$ cat config.mk
export PLATFORM = sky130hd
export DESIGN_NAME = sram_weight_rmw
export DESIGN_NICKNAME = d
export VERILOG_FILES = /design/src/rtl/sram_weight_rmw.sv
export SDC_FILE = /design/constraint.sdc
export NUM_CORES = 1
export LEC_CHECK = 0
export CAP_MARGIN = 15
export CELL_PAD_IN_SITES_DETAIL_PLACEMENT = 2
export CELL_PAD_IN_SITES_GLOBAL_PLACEMENT = 2
export CORE_ASPECT_RATIO = 1.5
export CORE_MARGIN = 2
export CORE_UTILIZATION = 25
export DETAILED_ROUTE_END_ITERATION = 12
export GPL_ROUTABILITY_DRIVEN = 0
export HOLD_SLACK_MARGIN = 0.05
export PLACE_DENSITY = 0.75
export SLEW_MARGIN = 25
export SYNTH_ARGS = -nofsm -noshare
export SYNTH_HDL_FRONTEND = slang
export SYNTH_SLANG_ARGS = --single-unit
$ cat constraint.sdc
create_clock -name CK -period 6 [get_ports CK]
set_clock_uncertainty 0.15 [all_clocks]
set_input_delay 1.2 -clock CK [delete_from_list [all_inputs] [get_ports CK]]
set_output_delay 1.2 -clock CK [all_outputs]
set_load 0.01 [all_outputs]
$ cat src/rtl/sram_weight_rmw.sv
`default_nettype none
// +--------------------------------------------------------------------------+
// | sram_weight_rmw: read-modify-write engine applying saturating signed     |
// | STDP deltas to one packed weight lane of the synaptic weight SRAM.       |
// | Revision: 1.0                                                            |
// +--------------------------------------------------------------------------+
module sram_weight_rmw #(
  parameter int DATA_WIDTH  = 32,
  parameter int WEIGHT_W    = 8,
  parameter int LANES       = 4,
  parameter int DELTA_W     = 8,
  parameter int TOTAL_DEPTH = 12544,
  parameter int ADDR_W      = $clog2(TOTAL_DEPTH),
  parameter int LANE_W      = ($clog2(LANES) > 0) ? $clog2(LANES) : 1
) (
  input  logic                  CK,
  input  logic                  RST,
  input  logic                  req_valid,
  output logic                  req_ready,
  input  logic [ADDR_W-1:0]     req_addr,
  input  logic [LANE_W-1:0]     req_lane,
  input  logic [DELTA_W-1:0]    req_delta,
  output logic                  sram_cs,
  output logic                  sram_we,
  output logic [ADDR_W-1:0]     sram_a,
  output logic [DATA_WIDTH-1:0] sram_d,
  input  logic [DATA_WIDTH-1:0] sram_q,
  output logic                  upd_done,
  output logic [WEIGHT_W-1:0]   upd_weight,
  output logic                  upd_sat,
  output logic                  upd_err,
  output logic                  busy
);

  localparam int SUM_W = ((WEIGHT_W > DELTA_W) ? WEIGHT_W : DELTA_W) + 1;
  localparam logic [ADDR_W:0] c_depth = (ADDR_W+1)'(TOTAL_DEPTH);
  localparam logic signed [SUM_W-1:0] c_wmax = SUM_W'((1 << (WEIGHT_W-1)) - 1);
  localparam logic signed [SUM_W-1:0] c_wmin = SUM_W'(-(1 << (WEIGHT_W-1)));

  typedef enum logic [2:0] {
    S_IDLE = 3'd0,
    S_RD   = 3'd1,
    S_MOD  = 3'd2,
    S_WR   = 3'd3,
    S_DONE = 3'd4
  } state_t;

  state_t                  r_state;
  logic                    r_ready;
  logic                    r_busy;
  logic                    r_cs;
  logic                    r_we;
  logic                    r_done;
  logic                    r_sat;
  logic                    r_err;
  logic [ADDR_W-1:0]       r_addr;
  logic [LANE_W-1:0]       r_lane;
  logic [DELTA_W-1:0]      r_delta;
  logic [DATA_WIDTH-1:0]   r_word;
  logic [WEIGHT_W-1:0]     r_weight;

  logic [WEIGHT_W-1:0]     w_lane_old;
  logic signed [SUM_W-1:0] w_lane_ext;
  logic signed [SUM_W-1:0] w_delta_ext;
  logic signed [SUM_W-1:0] w_sum;
  logic [WEIGHT_W-1:0]     w_new;
  logic                    w_sat;
  logic [DATA_WIDTH-1:0]   w_word;
  logic                    w_oor;

  assign w_oor = ({1'b0, req_addr} >= c_depth);

  always_comb begin
    w_lane_old = '0;
    for (int k = 0; k < LANES; k++) begin
      if (r_lane == LANE_W'(k)) w_lane_old = sram_q[k*WEIGHT_W +: WEIGHT_W];
    end
  end

  // Widened by one bit beyond the larger operand so the sum cannot wrap before clamping.
  assign w_lane_ext  = {{(SUM_W-WEIGHT_W){w_lane_old[WEIGHT_W-1]}}, w_lane_old};
  assign w_delta_ext = {{(SUM_W-DELTA_W){r_delta[DELTA_W-1]}}, r_delta};
  assign w_sum       = w_lane_ext + w_delta_ext;

  always_comb begin
    w_new = w_sum[WEIGHT_W-1:0];
    w_sat = 1'b0;
    if (w_sum > c_wmax) begin
      w_new = c_wmax[WEIGHT_W-1:0];
      w_sat = 1'b1;
    end else if (w_sum < c_wmin) begin
      w_new = c_wmin[WEIGHT_W-1:0];
      w_sat = 1'b1;
    end
  end

  always_comb begin
    w_word = sram_q;
    for (int k = 0; k < LANES; k++) begin
      if (r_lane == LANE_W'(k)) w_word[k*WEIGHT_W +: WEIGHT_W] = w_new;
    end
  end

  always_ff @(posedge CK) begin
    if (RST) begin
      r_state  <= S_IDLE;
      r_ready  <= 1'b1;
      r_busy   <= 1'b0;
      r_cs     <= 1'b0;
      r_we     <= 1'b0;
      r_done   <= 1'b0;
      r_sat    <= 1'b0;
      r_err    <= 1'b0;
      r_addr   <= '0;
      r_lane   <= '0;
      r_delta  <= '0;
      r_word   <= '0;
      r_weight <= '0;
    end else begin
      r_done <= 1'b0;
      case (r_state)
        S_IDLE: begin
          if (req_valid) begin
            r_addr  <= req_addr;
            r_lane  <= req_lane;
            r_delta <= req_delta;
            r_ready <= 1'b0;
            r_busy  <= 1'b1;
            if (w_oor) begin
              r_err    <= 1'b1;
              r_sat    <= 1'b0;
              r_weight <= '0;
              r_done   <= 1'b1;
              r_state  <= S_DONE;
            end else begin
              r_err   <= 1'b0;
              r_cs    <= 1'b1;
              r_state <= S_RD;
            end
          end
        end
        S_RD: begin
          r_cs    <= 1'b0;
          r_state <= S_MOD;
        end
        S_MOD: begin
          r_word   <= w_word;
          r_weight <= w_new;
          r_sat    <= w_sat;
          r_cs     <= 1'b1;
          r_we     <= 1'b1;
          r_state  <= S_WR;
        end
        S_WR: begin
          r_cs    <= 1'b0;
          r_we    <= 1'b0;
          r_done  <= 1'b1;
          r_state <= S_DONE;
        end
        S_DONE: begin
          r_ready <= 1'b1;
          r_busy  <= 1'b0;
          r_state <= S_IDLE;
        end
        default: begin
          r_ready <= 1'b1;
          r_busy  <= 1'b0;
          r_cs    <= 1'b0;
          r_we    <= 1'b0;
          r_state <= S_IDLE;
        end
      endcase
    end
  end

  assign req_ready  = r_ready;
  assign busy       = r_busy;
  assign sram_cs    = r_cs;
  assign sram_we    = r_we;
  assign sram_a     = r_addr;
  assign sram_d     = r_word;
  assign upd_done   = r_done;
  assign upd_weight = r_weight;
  assign upd_sat    = r_sat;
  assign upd_err    = r_err;

endmodule
`default_nettype wire
==> results of run 1 <==
-- sequential cells by signal, indices dropped and copies added, names as in the netlist, 2 cells and up --
signal,cells
r_delta,8
r_lane,2
r_state,3
sram_a,14
sram_d,32
upd_weight,8
-- routing by layer --
metal | GRT usage (%) | part of all wire [%]
met5 | 0 | 0
met2 | 36.4 | 53
met1 | 21.5 | 40
met4 | 7.40 | 2.8
met3 | 3.65 | 3.9
-- worst max-delay path by stage --
stage                     startpoint                endpoint  slack, ns  cells past startpoint
after detailed placement  sram_q[19]  sram_d[4]$_SDFFE_PP0P_       1.05                     10
final                     sram_q[19]  sram_d[4]$_SDFFE_PP0P_       1.39                     10
after global placement    sram_q[27]  sram_d[4]$_SDFFE_PP0P_       1.16                     10
after floorplan           sram_q[27]  sram_d[4]$_SDFFE_PP0P_       1.88                      9
after global routing      sram_q[20]  sram_d[4]$_SDFFE_PP0P_       1.16                      9
after CTS                 sram_q[19]  sram_d[4]$_SDFFE_PP0P_       1.39                     10
-- critical path, delay by kind of cell --
kind	cells	cell delay (ns)
compound gates	5	1.52
fa+ha+maj	1	0.37
buf+inv	1	0.43
mux	1	0.53
simple gates	2	0.68
-- synthesized netlist by cell type, drive strengths merged (5+ instances only) --
| cell | instances | area share [%] |
|---|---|---|
| inv | 7 | 0.70 |
| a31oi | 8 | 1.3 |
| a211oi | 6 | 1.2 |
| ha | 9 | 3.0 |
| and3 | 7 | 1.2 |
| nand3 | 8 | 1.1 |
| clkbuf | 27 | 2.7 |
| a21o | 9 | 2.0 |
| a21oi | 63 | 8.5 |
| mux4 | 8 | 4.8 |
| nor2 | 41 | 4.1 |
| nor3 | 16 | 2.1 |
| nand2 | 87 | 8.7 |
| o22ai | 7 | 1.2 |
| o21ai | 24 | 3.2 |
| and4 | 5 | 1.2 |
| xnor2 | 5 | 1.2 |
| dfxtp | 74 | 39 |
| a311o | 5 | 1.3 |
-- stage by stage --
stage	instance area, um^2	power, mW	setup slack (ns)
4_1_cts	5400	1.59	1.39
2_1_floorplan	3750	0.847	1.88
6_report	5400	1.57	1.39
3_5_place_dp	5120	1.07	1.05
3_3_place_gp	5110	1.05	1.16
5_1_grt	5400	1.67	1.16
-- kinds of logic after synthesis --
family / synth area share (%)
buffers and inverters: 3.87
XOR/XNOR: 1.40
AND/OR/NAND/NOR: 21.9
adder cells (fa/ha/maj): 3.53
AO/OA/AOI/OAI: 24.2
flip-flops: 39.5
multiplexers: 5.63
-- layout make-up --
| class | count | area share [%] |
|---|---|---|
| Sequential cell | 74 | 27.4 |
| Timing Repair Buffer | 124 | 22.7 |
| Inverter | 7 | 0.486 |
| Clock buffer | 11 | 4.49 |
| Clock inverter | 5 | 0.718 |
| Tap cell | 196 | 4.54 |
| Multi-Input combinational cell | 355 | 39.7 |
-- power breakdown --
part	switching (mW)	leakage, nW	internal [mW]
logic	0.272	1.25	0.211
registers	0.0384	0.604	0.536
clock network	0.224	0.124	0.293
total	0.534	1.97	1.04
==> flow_summary.yaml, run 1 <==
logic_synthesis:
  yosysWarnings: 0
  syn_nets: 536
  synthFlopType: "dfxtp_1"
  synth_edf_count: 0
  ys_seq_area_share_pct: 39.5
  synth_cell_type_count: 52
  ys_ff_latch: 74
  ys_async_sr_fraction_pct: 0
  avgSynthCellArea_um2: 8.04
  syn_inst: 467
  synth_area_um2: 3750
floorplan:
  core_area_um2: 14600
  io_pins: 120
  die_height_um: 154
  die_w_um: 104
  die_area_um2: 16000
  initial_utilization_pct: 25.7
  num_rows: 54
pwr:
  power-per-cell-area_nw_per_um2: 292
  ir_drop_mv: 0.119
  power_leakage_nw: 1.97
critical_path:
  r2r_end: "sram_d[4]$_SDFFE_PP0P_"
  slowest_delay_ns: 0.58
  slowest_stage: "or4_4"
  crit_required_ns: 6.11
  end_kind: "flip-flop"
  critPathKind: "primary input to flip-flop"
  crit_path_max_fanout: 12
  path_cells: "clkdlybuf4s50_1, mux4_2, ha_1, a21o_4, a2111oi_4, a21o_2, nor3_1, or4_4, a311o_1, a21oi_1"
  startpoint_type: "primary input"
  reg2reg_from: "r_lane[0]$_SDFFE_PP0P_"
  arrival_ns: 4.72
  reg2regPathDepth: 9
  reg2reg_slack_ns: 1.63
hold_path:
  hold_start: "upd_weight[2]$_SDFFE_PP0P_"
  hold_class: "flip-flop to flip-flop"
  min_to: "upd_weight[2]$_SDFFE_PP0P_"
  hold_depth: 2
clocking:
  clockBufferDepth: 2
  ctsHtreeMaxLevel: 3
  cts_resized: 0
  insertion_delay_ns: 0.34
  cts.clk_slew.worst_paths_ns: 0.07
  hold_buffers: 0
  cts_sinks: 74
  clockRootBuffer: "clkbuf_16"
  cts_setup_buffers: 0
  cts_made_buffers: 9
  cts_tree: "yes"
final_layout:
  multi_input_area_um2: 2140
  register_area_um2: 1480
  final_cell_mix: "clkdlybuf4s50_1, nand2_1, dfxtp_1, a21oi_1, nor2_1"
  fin_nets: 640
  layout_commonest_cell: "clkdlybuf4s50_1"
  fin_cells: 772
  fill_cells: 1695
  layout-drive-gt1-share_pct: 7.47
  area_growth_pct: 43.9
  antennaDiodeCount: 0
  utilization_pct: 37.0
sta:
  whs_ns: 0.301
  relSlewSlack_pct: 38.8
  min_period_ns: 4.61
  rsz0062_at_grt: "false"
  drv_slew: 0
  max_freq_mhz: 217
  tns_ns: 0
  worstMarginPinSlew_ns: 0.917
  final_hold_viol_count: 0
  setup_viol: 0
  post-route-period-util_pct: 76.8
status:
  run_status: "complete, no violations"
drt:
  drt_pass1_iterations: 4
  drt_iter0_markers: 93
  viasPerCell: 5.11
  detail_route.wl_per_cell_um: 19.9
  ant_nets: 0
  wl_um: 15300
  vias: 3942
  drc: 0
flow_run:
  maxCapViolations: 0
placed_design:
  dp_hpwl_um: 11800
  port_buffers: 119
  placedCellCount: 756
global_routing:
  antenna_found_initial: 0
  grt.overflow.total: 0
  grt_first_pass_wirelength_um: 24500
  grt_max_degree: 60
  grt_util_all_layers_pct: 19.4
  grt_pass1_vias: 4402
Note: power is estimated with default switching activity, not from simulation.
==> run 2: changes to the inputs <==
--- a/config.mk
+++ b/config.mk
@@ -10,11 +10,11 @@
 export CELL_PAD_IN_SITES_GLOBAL_PLACEMENT = 2
 export CORE_ASPECT_RATIO = 1.5
 export CORE_MARGIN = 2
-export CORE_UTILIZATION = 25
+export CORE_UTILIZATION = 23
 export DETAILED_ROUTE_END_ITERATION = 12
 export GPL_ROUTABILITY_DRIVEN = 0
 export HOLD_SLACK_MARGIN = 0.05
-export PLACE_DENSITY = 0.75
+export PLACE_DENSITY = 0.73
 export SLEW_MARGIN = 25
 export SYNTH_ARGS = -nofsm -noshare
 export SYNTH_HDL_FRONTEND = slang
==> constraint.sdc (replaced) <==
create_clock -name CK -period 4.2 [get_ports CK]
set_clock_uncertainty 0.15 [all_clocks]
set_input_delay 0.84 -clock CK [delete_from_list [all_inputs] [get_ports CK]]
set_output_delay 0.84 -clock CK [all_outputs]
set_load 0.01 [all_outputs]
==> run 2 against run 1 <==
  * Sequential share of layout area shrank 1.3 points
  * Critical endpoint unchanged
  * Highest routed layer unchanged
  * Clock power grew 65%
  * Sequential power grew 42%
  * Final cell count grew 4.9%
  * Hold slack gained 0.0060 ns
  * Non-clock buffer count grew 29
  * Via count grew 5.1%
  * Wire length grew 5.8%
  * Register-to-register slack lost 1.3 ns
  * Cell area grew 4.8%
  * Die area grew 8.4%
==> flow_summary.yaml, run 2 (same netlist as run 1, synthesis figures left out) <==
status:
  run_status: "complete, no violations"
critical_path:
  arrival_ns: 4.11
  startpoint_type: "primary input"
  crit_required_ns: 4.32
  end_kind: "flip-flop"
  slowest_delay_ns: 0.58
  crit_path_max_fanout: 5
  path_cells: "clkdlybuf4s50_1, mux4_2, ha_1, a21o_4, a2111oi_4, a21o_2, nor3_1, or4_4, a311o_1, a21oi_1"
  slowest_stage: "or4_4"
  reg2regPathDepth: 11
  critPathKind: "primary input to flip-flop"
global_routing:
  top_usage_layer: "met2"
  antenna_found_initial: 0
  grt_use_met2_pct: 35.6
  grt.overflow.total: 0
  met3_usage_pct: 4.22
  grt_util_all_layers_pct: 19.3
  grt_pass1_vias: 4609
  grt_max_degree: 59
  grtUsageMet1_pct: 20.9
  grt_first_pass_wirelength_um: 25400
clocking:
  cts.clk_slew.worst_paths_ns: 0.06
  cts_made_buffers: 9
  insertion_delay_ns: 0.34
  cts_setup_buffers: 0
  cts_sinks: 74
  ctsHtreeMaxLevel: 3
  cts_tree: "yes"
  hold_buffers: 0
  cts_resized: 0
  clockBufferDepth: 2
  clockRootBuffer: "clkbuf_16"
floorplan:
  die_w_um: 108
  initial_utilization_pct: 23.3
  die_height_um: 160
  num_rows: 57
  die_area_um2: 17400
  io_pins: 120
  core_area_um2: 16100
sta:
  whs_ns: 0.307
  setup_viol: 0
  rsz0062_at_grt: "false"
  min_period_ns: 3.99
  post-route-period-util_pct: 95.0
  worstMarginPinSlew_ns: 0.895
  final_hold_viol_count: 0
  relSlewSlack_pct: 40.2
  drv_slew: 0
  tns_ns: 0
  max_freq_mhz: 251
drt:
  detail_route.wl_per_cell_um: 20.0
  drc: 0
  viasPerCell: 5.12
  vias: 4145
  drt_pass1_iterations: 4
  ant_nets: 0
  drt_iter0_markers: 120
  wl_um: 16200
pwr:
  power_leakage_nw: 2.14
  p_total_mw: 2.44
  power-per-cell-area_nw_per_um2: 430
  ir_drop_mv: 0.147
hold_path:
  hold_depth: 2
  hold_class: "flip-flop to flip-flop"
final_layout:
  area_growth_pct: 50.8
  layout_commonest_cell: "clkdlybuf4s50_1"
  largest_reg_flops: 32
  utilization_pct: 35.1
  fin_nets: 669
  layout-drive-gt1-share_pct: 11.8
  antennaDiodeCount: 0
  fin_cells: 810
  final_cell_mix: "clkdlybuf4s50_1, nand2_1, dfxtp_1, a21oi_1, nor2_1"
placed_design:
  port_buffers: 119
  dp_hpwl_um: 12300
  placedCellCount: 795
flow_run:
  maxCapViolations: 0
-- run 2: final timing paths --
kind                        endpoint               startpoint  slack [ns]
min          sram_a[11]$_SDFFE_PP0P_  sram_a[11]$_SDFFE_PP0P_        0.31
max           sram_d[4]$_SDFFE_PP0P_               sram_q[19]        0.21
min reg2reg  sram_a[11]$_SDFFE_PP0P_  sram_a[11]$_SDFFE_PP0P_        0.31
max reg2reg  sram_d[23]$_SDFFE_PP0P_   r_lane[0]$_SDFFE_PP0P_        0.32
-- run 2: critical path, delay by kind of cell --
kind            cells  cell delay (ns)
mux                 1             0.53
fa+ha+maj           1             0.33
buf+inv             1             0.43
compound gates      5             1.33
simple gates        2             0.65
-- run 2: power breakdown --
part           internal, mW  total [mW]  switching (mW)  leakage (nW)
logic                 0.358       0.769           0.411          1.38
registers             0.766       0.816          0.0503         0.604
clock network         0.532       0.851           0.319         0.158
-- run 2: layer usage --
layer	up-vias	routed length (um)
li1	1950	-
met1	2060	6300
met2	106	8780
met3	29	590
met4	0	545
met5	-	0
-- run 2: metrics by stage --
step | cell area, um^2 | worst slack (ns)
CTS | 5660 | 0.213
finish | 5660 | 0.210
global route | 5660 | 0.107
detailed placement | 5350 | -0.154
global placement | 5350 | -0.0458
floorplan | 3750 | 0.194
-- run 2: layout make-up --
class	instances	area, um^2
Clock buffer	10	239
Clock inverter	5	78.8
Fill cell	1888	10500
Inverter	7	26.3
Multi-Input combinational cell	355	2140
Sequential cell	74	1480
Tap cell	206	258
Timing Repair Buffer	153	1440
